`config.mk`:
```
export PLATFORM = sky130hd
export DESIGN_NAME = led_tick_gen_flat
export DESIGN_NICKNAME = d
export VERILOG_FILES = /design/src/rtl/led_tick_if.sv /design/src/rtl/led_tick_gen.sv /design/src/flat_wrapper.sv
export SDC_FILE = /design/constraint.sdc
export NUM_CORES = 1
export LEC_CHECK = 0
export BUFFER_PORTS_ARGS = -buffer_cell sky130_fd_sc_hd__buf_2
export CAP_MARGIN = 0
export CORE_MARGIN = 2
export CORE_UTILIZATION = 42
export DETAILED_ROUTE_END_ITERATION = 7
export SLEW_MARGIN = 5
export SYNTH_ARGS = -nofsm -noshare
export SYNTH_HDL_FRONTEND = slang
export SYNTH_SLANG_ARGS = --single-unit
```
`constraint.sdc`:
```
create_clock -name clk -period 5.4 [get_ports clk]
set_clock_uncertainty 0.2 [all_clocks]
set_input_delay 1.08 -clock clk [delete_from_list [all_inputs] [get_ports clk]]
set_output_delay 1.08 -clock clk [all_outputs]
set_load 0.005 [all_outputs]
```
`src/rtl/led_tick_if.sv`:
```
// Control and status bundle for led_tick_gen: per-channel enables, shared
// divisor/mode write port, sync, and the registered per-channel outputs.
interface led_tick_if #(
  parameter int unsigned CHANNELS = 4,
  parameter int unsigned WIDTH    = 16,
  parameter int unsigned SEL_W    = 4
);
  logic [CHANNELS-1:0] ch_en;
  logic                sync;
  logic                wr_en;
  logic [SEL_W-1:0]    wr_sel;
  logic [WIDTH-1:0]    wr_div;
  logic                wr_mode;
  logic [CHANNELS-1:0] div_clk;
  logic [CHANNELS-1:0] tick;
  logic [CHANNELS-1:0] done;

  modport master (
    output ch_en, sync, wr_en, wr_sel, wr_div, wr_mode,
    input  div_clk, tick, done
  );

  modport slave (
    input  ch_en, sync, wr_en, wr_sel, wr_div, wr_mode,
    output div_clk, tick, done
  );
endinterface

```
`src/rtl/led_tick_gen.sv`:
```
// Multi-channel programmable divider: each channel emits a 50%-duty divided
// clock and a one-cycle tick, in free-run or one-shot mode.
module led_tick_gen #(
  parameter int unsigned CHANNELS    = 4,
  parameter int unsigned WIDTH       = 16,
  parameter int unsigned DEFAULT_DIV = 25000,
  parameter int unsigned SEL_W       = 4
) (
  input  logic       clk,
  input  logic       reset,
  led_tick_if.slave  bus
);

  logic [WIDTH-1:0]    cnt_q     [CHANNELS];
  logic [WIDTH-1:0]    cnt_d     [CHANNELS];
  logic [WIDTH-1:0]    div_val_q [CHANNELS];
  logic [WIDTH-1:0]    div_val_d [CHANNELS];
  logic [CHANNELS-1:0] mode_q, mode_d;
  logic [CHANNELS-1:0] div_clk_q, div_clk_d;
  logic [CHANNELS-1:0] tick_q, tick_d;
  logic [CHANNELS-1:0] done_q, done_d;
  logic [CHANNELS-1:0] active, wr_hit;

  // An expired one-shot channel stays parked until re-armed.
  always_comb begin
    active = '0;
    wr_hit = '0;
    for (int i = 0; i < CHANNELS; i++) begin
      active[i] = bus.ch_en[i] && !(mode_q[i] && done_q[i]);
      wr_hit[i] = bus.wr_en && (int'(bus.wr_sel) == i);
    end
  end

  always_comb begin
    cnt_d     = cnt_q;
    div_val_d = div_val_q;
    mode_d    = mode_q;
    div_clk_d = div_clk_q;
    tick_d    = '0;
    done_d    = done_q;
    for (int i = 0; i < CHANNELS; i++) begin
      if (bus.sync) begin
        cnt_d[i]     = '0;
        div_clk_d[i] = 1'b0;
        done_d[i]    = 1'b0;
      end else if (active[i]) begin
        // >= so a divisor lowered below the count terminates immediately.
        if (cnt_q[i] >= div_val_q[i]) begin
          cnt_d[i]     = '0;
          tick_d[i]    = 1'b1;
          div_clk_d[i] = ~div_clk_q[i];
          if (mode_q[i]) done_d[i] = 1'b1;
        end else begin
          cnt_d[i] = cnt_q[i] + WIDTH'(1);
        end
      end
      // A write re-arms the channel even if it expires on this same edge.
      if (wr_hit[i]) begin
        div_val_d[i] = bus.wr_div;
        mode_d[i]    = bus.wr_mode;
        done_d[i]    = 1'b0;
      end
    end
  end

  always_ff @(posedge clk) begin
    if (reset) begin
      for (int i = 0; i < CHANNELS; i++) begin
        cnt_q[i]     <= '0;
        div_val_q[i] <= WIDTH'(DEFAULT_DIV);
      end
      mode_q    <= '0;
      div_clk_q <= '0;
      tick_q    <= '0;
      done_q    <= '0;
    end else begin
      cnt_q     <= cnt_d;
      div_val_q <= div_val_d;
      mode_q    <= mode_d;
      div_clk_q <= div_clk_d;
      tick_q    <= tick_d;
      done_q    <= done_d;
    end
  end

  assign bus.div_clk = div_clk_q;
  assign bus.tick    = tick_q;
  assign bus.done    = done_q;

endmodule

```
`src/flat_wrapper.sv`:
```
// flat-port wrapper written by rule: the top's interface ports become plain ports
module led_tick_gen_flat 
#(
  parameter int unsigned CHANNELS    = 4,
  parameter int unsigned WIDTH       = 16,
  parameter int unsigned DEFAULT_DIV = 25000,
  parameter int unsigned SEL_W       = 4
)
  (clk, reset, bus_ch_en, bus_sync, bus_wr_en, bus_wr_sel, bus_wr_div, bus_wr_mode, bus_div_clk, bus_tick, bus_done);
  led_tick_if #(.CHANNELS(CHANNELS), .WIDTH(WIDTH), .SEL_W(SEL_W)) bus_i ();
  input  logic clk;
  input  logic reset;
  input wire logic [$bits(bus_i.ch_en)-1:0] bus_ch_en;
  input wire logic [$bits(bus_i.sync)-1:0] bus_sync;
  input wire logic [$bits(bus_i.wr_en)-1:0] bus_wr_en;
  input wire logic [$bits(bus_i.wr_sel)-1:0] bus_wr_sel;
  input wire logic [$bits(bus_i.wr_div)-1:0] bus_wr_div;
  input wire logic [$bits(bus_i.wr_mode)-1:0] bus_wr_mode;
  output wire logic [$bits(bus_i.div_clk)-1:0] bus_div_clk;
  output wire logic [$bits(bus_i.tick)-1:0] bus_tick;
  output wire logic [$bits(bus_i.done)-1:0] bus_done;
  assign bus_i.ch_en = bus_ch_en;
  assign bus_i.sync = bus_sync;
  assign bus_i.wr_en = bus_wr_en;
  assign bus_i.wr_sel = bus_wr_sel;
  assign bus_i.wr_div = bus_wr_div;
  assign bus_i.wr_mode = bus_wr_mode;
  assign bus_div_clk = bus_i.div_clk;
  assign bus_tick = bus_i.tick;
  assign bus_done = bus_i.done;
  led_tick_gen #(.CHANNELS(CHANNELS), .WIDTH(WIDTH), .DEFAULT_DIV(DEFAULT_DIV), .SEL_W(SEL_W)) u_core (.clk(clk), .reset(reset), .bus(bus_i));
endmodule
```
==> out/qor.csv <==
metric;value;unit
number of flops mapped to enable cells by yosys;0;
shortest clock period the worst path allows after layout;2.82;ns
maximum root-to-sink buffer count;2;
remaining global-route overflow;0;
pin count of the biggest net entering global routing;72;
unrepaired setup endpoints after global routing;no;
number of antenna violations at the first check in global routing;0;
Fin Setup TNS;0;ns
total wire length after detailed routing;15.7;mm
CP Data Required Time;5.49;ns
Sinks on Clock Net;144;
quantity of I/O buffers inserted on ports;40;
worst-case setup margin in the final layout;2.58;ns
core area;0.0171;sq mm
sw frac;22.8;%
number of vias per cell;4.95;
mapped cell area;0.00725;sq mm
std cell rows;48;
portion of synthesized cell area occupied by the leading cell type;39.8;%
wire length per cell;13.7;um
number of antenna repair diodes;0;
detailed-routing iteration count for the pre-antenna-repair pass;5;
overall power;2.27;mW
path type of the worst min-delay path;reg -> reg;
CTS buffer count;17;
final-report setup violation count;0;
latest clock arrival within the worst-skew pair;0.42;ns
layout overhead on the synthesized area;12.8;%
TritonCTS clock tree;done;
pre-CTS setup slack;2.11;ns
final hold violations;0;
crit-path leading delay family;simple AND/OR/NAND/NOR gates;
data arrival time of the critical path;2.91;ns
critical path's largest stage delay;0.62;ns
Worst Max-Slew Pin Slew;0.764;ns
relative contribution of sequential cells to total power;47.4;%
Top FF cell, synth;sky130_fd_sc_hd__dfxtp_1;
max-slew violation total from the final report;0;
result of the run;complete, no violations;
final HPWL from detailed placement;11.3;mm
library cell occupying the most area in the post-synthesis netlist;sky130_fd_sc_hd__dfxtp_1;
via count of the first global-routing pass;5368;
number of DRC violations after detailed-routing iteration 0;324;
sequential fraction of the synthesis area;39.8;%
Internal;1.75;mW
relative slew slack;48.9;%
Final Cycle Share;52.3;%
count of yosys warnings during synthesis;0;
synthesized flop and latch total;144;
static leakage power;3.31;nW
Post-CTS Hold Buffers;0;
cell with the most instances after synthesis;sky130_fd_sc_hd__nand2_1;
die height;135;um
crit start category;input port;
maximum capacitance violations;0;
proportion of power drawn by the clock network;48.4;%
WS Path Type;in -> reg;
final-stage net count;998;
power per unit of standard cell area;278;mW/mm^2
PostCTS Resize Cnt;0;
final routed DRC violation total;0;
cell types occupying the most area after synthesis;sky130_fd_sc_hd__dfxtp_1 (40%), sky130_fd_sc_hd__ha_1 (12%), sky130_fd_sc_hd__nand2_1 (7.9%), sky130_fd_sc_hd__nor2_1 (5.0%), sky130_fd_sc_hd__xor2_1 (4.3%);
Post-CTS Repair Setup Buffers;0;
synthesized area per cell;8.35;sq um
number of nets produced by synthesis;965;
share of synthesized registers carrying an async set or reset;0;%
share of post-route cells with drive strength above 1;10.1;%
Boundary Pins;41;
number of cells produced by synthesis;868;
H-tree lvl count;4;
gpl congestion;0.776;
slowest cell on the critical path;sky130_fd_sc_hd__or2_1;
Max FO, Critical Path;71;
IR drop worst, VDD;0.233;mV
NetSw;519;uW
overall track demand over capacity in global routing;18.5;%
initial standard-cell utilization of the core;42.5;%
first-pass GRT wire length;26.7;mm
DRT antenna net count;0;
Clk pin slew, worst setup/hold paths;0.06;ns
clock root buffer master;sky130_fd_sc_hd__clkbuf_16;
timing-limited maximum frequency;354;MHz
Die ar.;0.0183;sq mm
proportion of power drawn by combinational gates;4.2;%
endpoint kind of the worst setup timing path;flop;
chip width;135;um
Crit path buffers/inverters;2;
critical path cell sequence;buf_2 > buf_4 > or2_1 > a21o_1 > nor2_1;
library cells used by synthesis;51;
via count of the routed design;5642;
most frequent cells after synthesis;sky130_fd_sc_hd__nand2_1 (152), sky130_fd_sc_hd__dfxtp_1 (144), sky130_fd_sc_hd__nor2_1 (97), sky130_fd_sc_hd__ha_1 (68), sky130_fd_sc_hd__inv_1 (66);
## worst reg2reg max path: cells and delay by family (launching register included)
| family | cells | cell delay (ns) |
|---|---|---|
| and+or+nand+nor | 4 | 1.24 |
| AOI/OAI and AO/OA | 2 | 0.53 |
| DFF | 1 | 0.33 |
| adders and majority gates | 1 | 0.29 |
| buffers and inverters | 1 | 0.05 |
## path summary, 6_finish.rpt
| kind | start | end | slack, ns | cells after the start |
|---|---|---|---|---|
| setup / recovery | reset | u_core.cnt_q[22] | 2.58 | 5 |
| hold / removal | u_core.div_val_q[10] | u_core.div_val_q[10] | 0.25 | 2 |
| setup reg to reg | u_core.div_val_q[63] | u_core.cnt_q[63] | 2.64 | 8 |
| hold reg to reg | u_core.div_val_q[10] | u_core.div_val_q[10] | 0.25 | 2 |
## flip-flops by register name, indices dropped and copies added, names as in the netlist
signal              count
u_core.cnt_q           64
u_core.div_val_q       64
u_core.bus.div_clk      4
u_core.bus.done         4
u_core.bus.tick         4
u_core.mode_q           4
## cell type report
class,count,area (sq um)
clock buffer,21,460
clock inverter,11,90.1
fill,1709,8880
inverter,66,248
multi-input combinational,629,3990
sequential,144,2880
tap,225,282
timing repair buffer,43,223
## power groups by stage
stage | sequential (mW) | clock [mW] | combinational, mW
floorplan | 1.10 | 0 | 0.0587
global placement | 1.10 | 0 | 0.0950
detailed placement | 1.10 | 0 | 0.0953
CTS | 1.08 | 1.13 | 0.0958
global route | 1.08 | 1.17 | 0.107
finish | 1.08 | 1.10 | 0.0945
## kinds of logic after synthesis
group	synth area share (%)
flip-flops	39.8
multiplexers	1.79
AND/OR/NAND/NOR	24.6
AO/OA/AOI/OAI	9.96
adder cells (fa/ha/maj)	11.7
XOR/XNOR	6.89
buffers and inverters	5.25
## routing by layer
layer / vias up / track usage [%] / routed length, um
met3: 6 / 4.04 / 733
met2: 89 / 29.5 / 7350
met1: 2583 / 25.5 / 7500
met5: - / 0 / 0
met4: 0 / 4.86 / 80
li1: 2964 / - / -
## placed cells by master (no fill, tap or decap), types with 4 or more instances in the layout
master                       count
sky130_fd_sc_hd__o21ai_0         8
sky130_fd_sc_hd__and3_1          9
sky130_fd_sc_hd__or3_1           5
sky130_fd_sc_hd__clkinvlp_4      4
sky130_fd_sc_hd__nor2_4          9
sky130_fd_sc_hd__nand4_1        16
sky130_fd_sc_hd__xnor2_1        21
sky130_fd_sc_hd__nand2_1       152
sky130_fd_sc_hd__ha_1           68
sky130_fd_sc_hd__nor3_1         17
sky130_fd_sc_hd__a21oi_1        60
sky130_fd_sc_hd__clkbuf_16      17
sky130_fd_sc_hd__a211o_1        12
sky130_fd_sc_hd__a31oi_1         6
sky130_fd_sc_hd__and4_1          6
sky130_fd_sc_hd__inv_1          66
sky130_fd_sc_hd__buf_2          40
sky130_fd_sc_hd__dfxtp_1       144
sky130_fd_sc_hd__nand3b_1       14
sky130_fd_sc_hd__xor2_1         36
sky130_fd_sc_hd__nand3_1        34
sky130_fd_sc_hd__nor2_1         97
sky130_fd_sc_hd__clkinv_2        6
sky130_fd_sc_hd__mux2i_1        13
sky130_fd_sc_hd__and2_1          6
## stage by stage
stage	cell area, sq um	cells	hold slack [ns]	utilization [%]
global route	8180	1139	0.273	47.9
finish	8180	1139	0.254	47.9
CTS	8180	1139	0.255	47.9
floorplan	7250	868	0.236	-
global placement	7630	1107	0.244	44.7
detailed placement	7630	1107	0.247	44.7
Note: power is estimated with default switching activity, not from simulation.
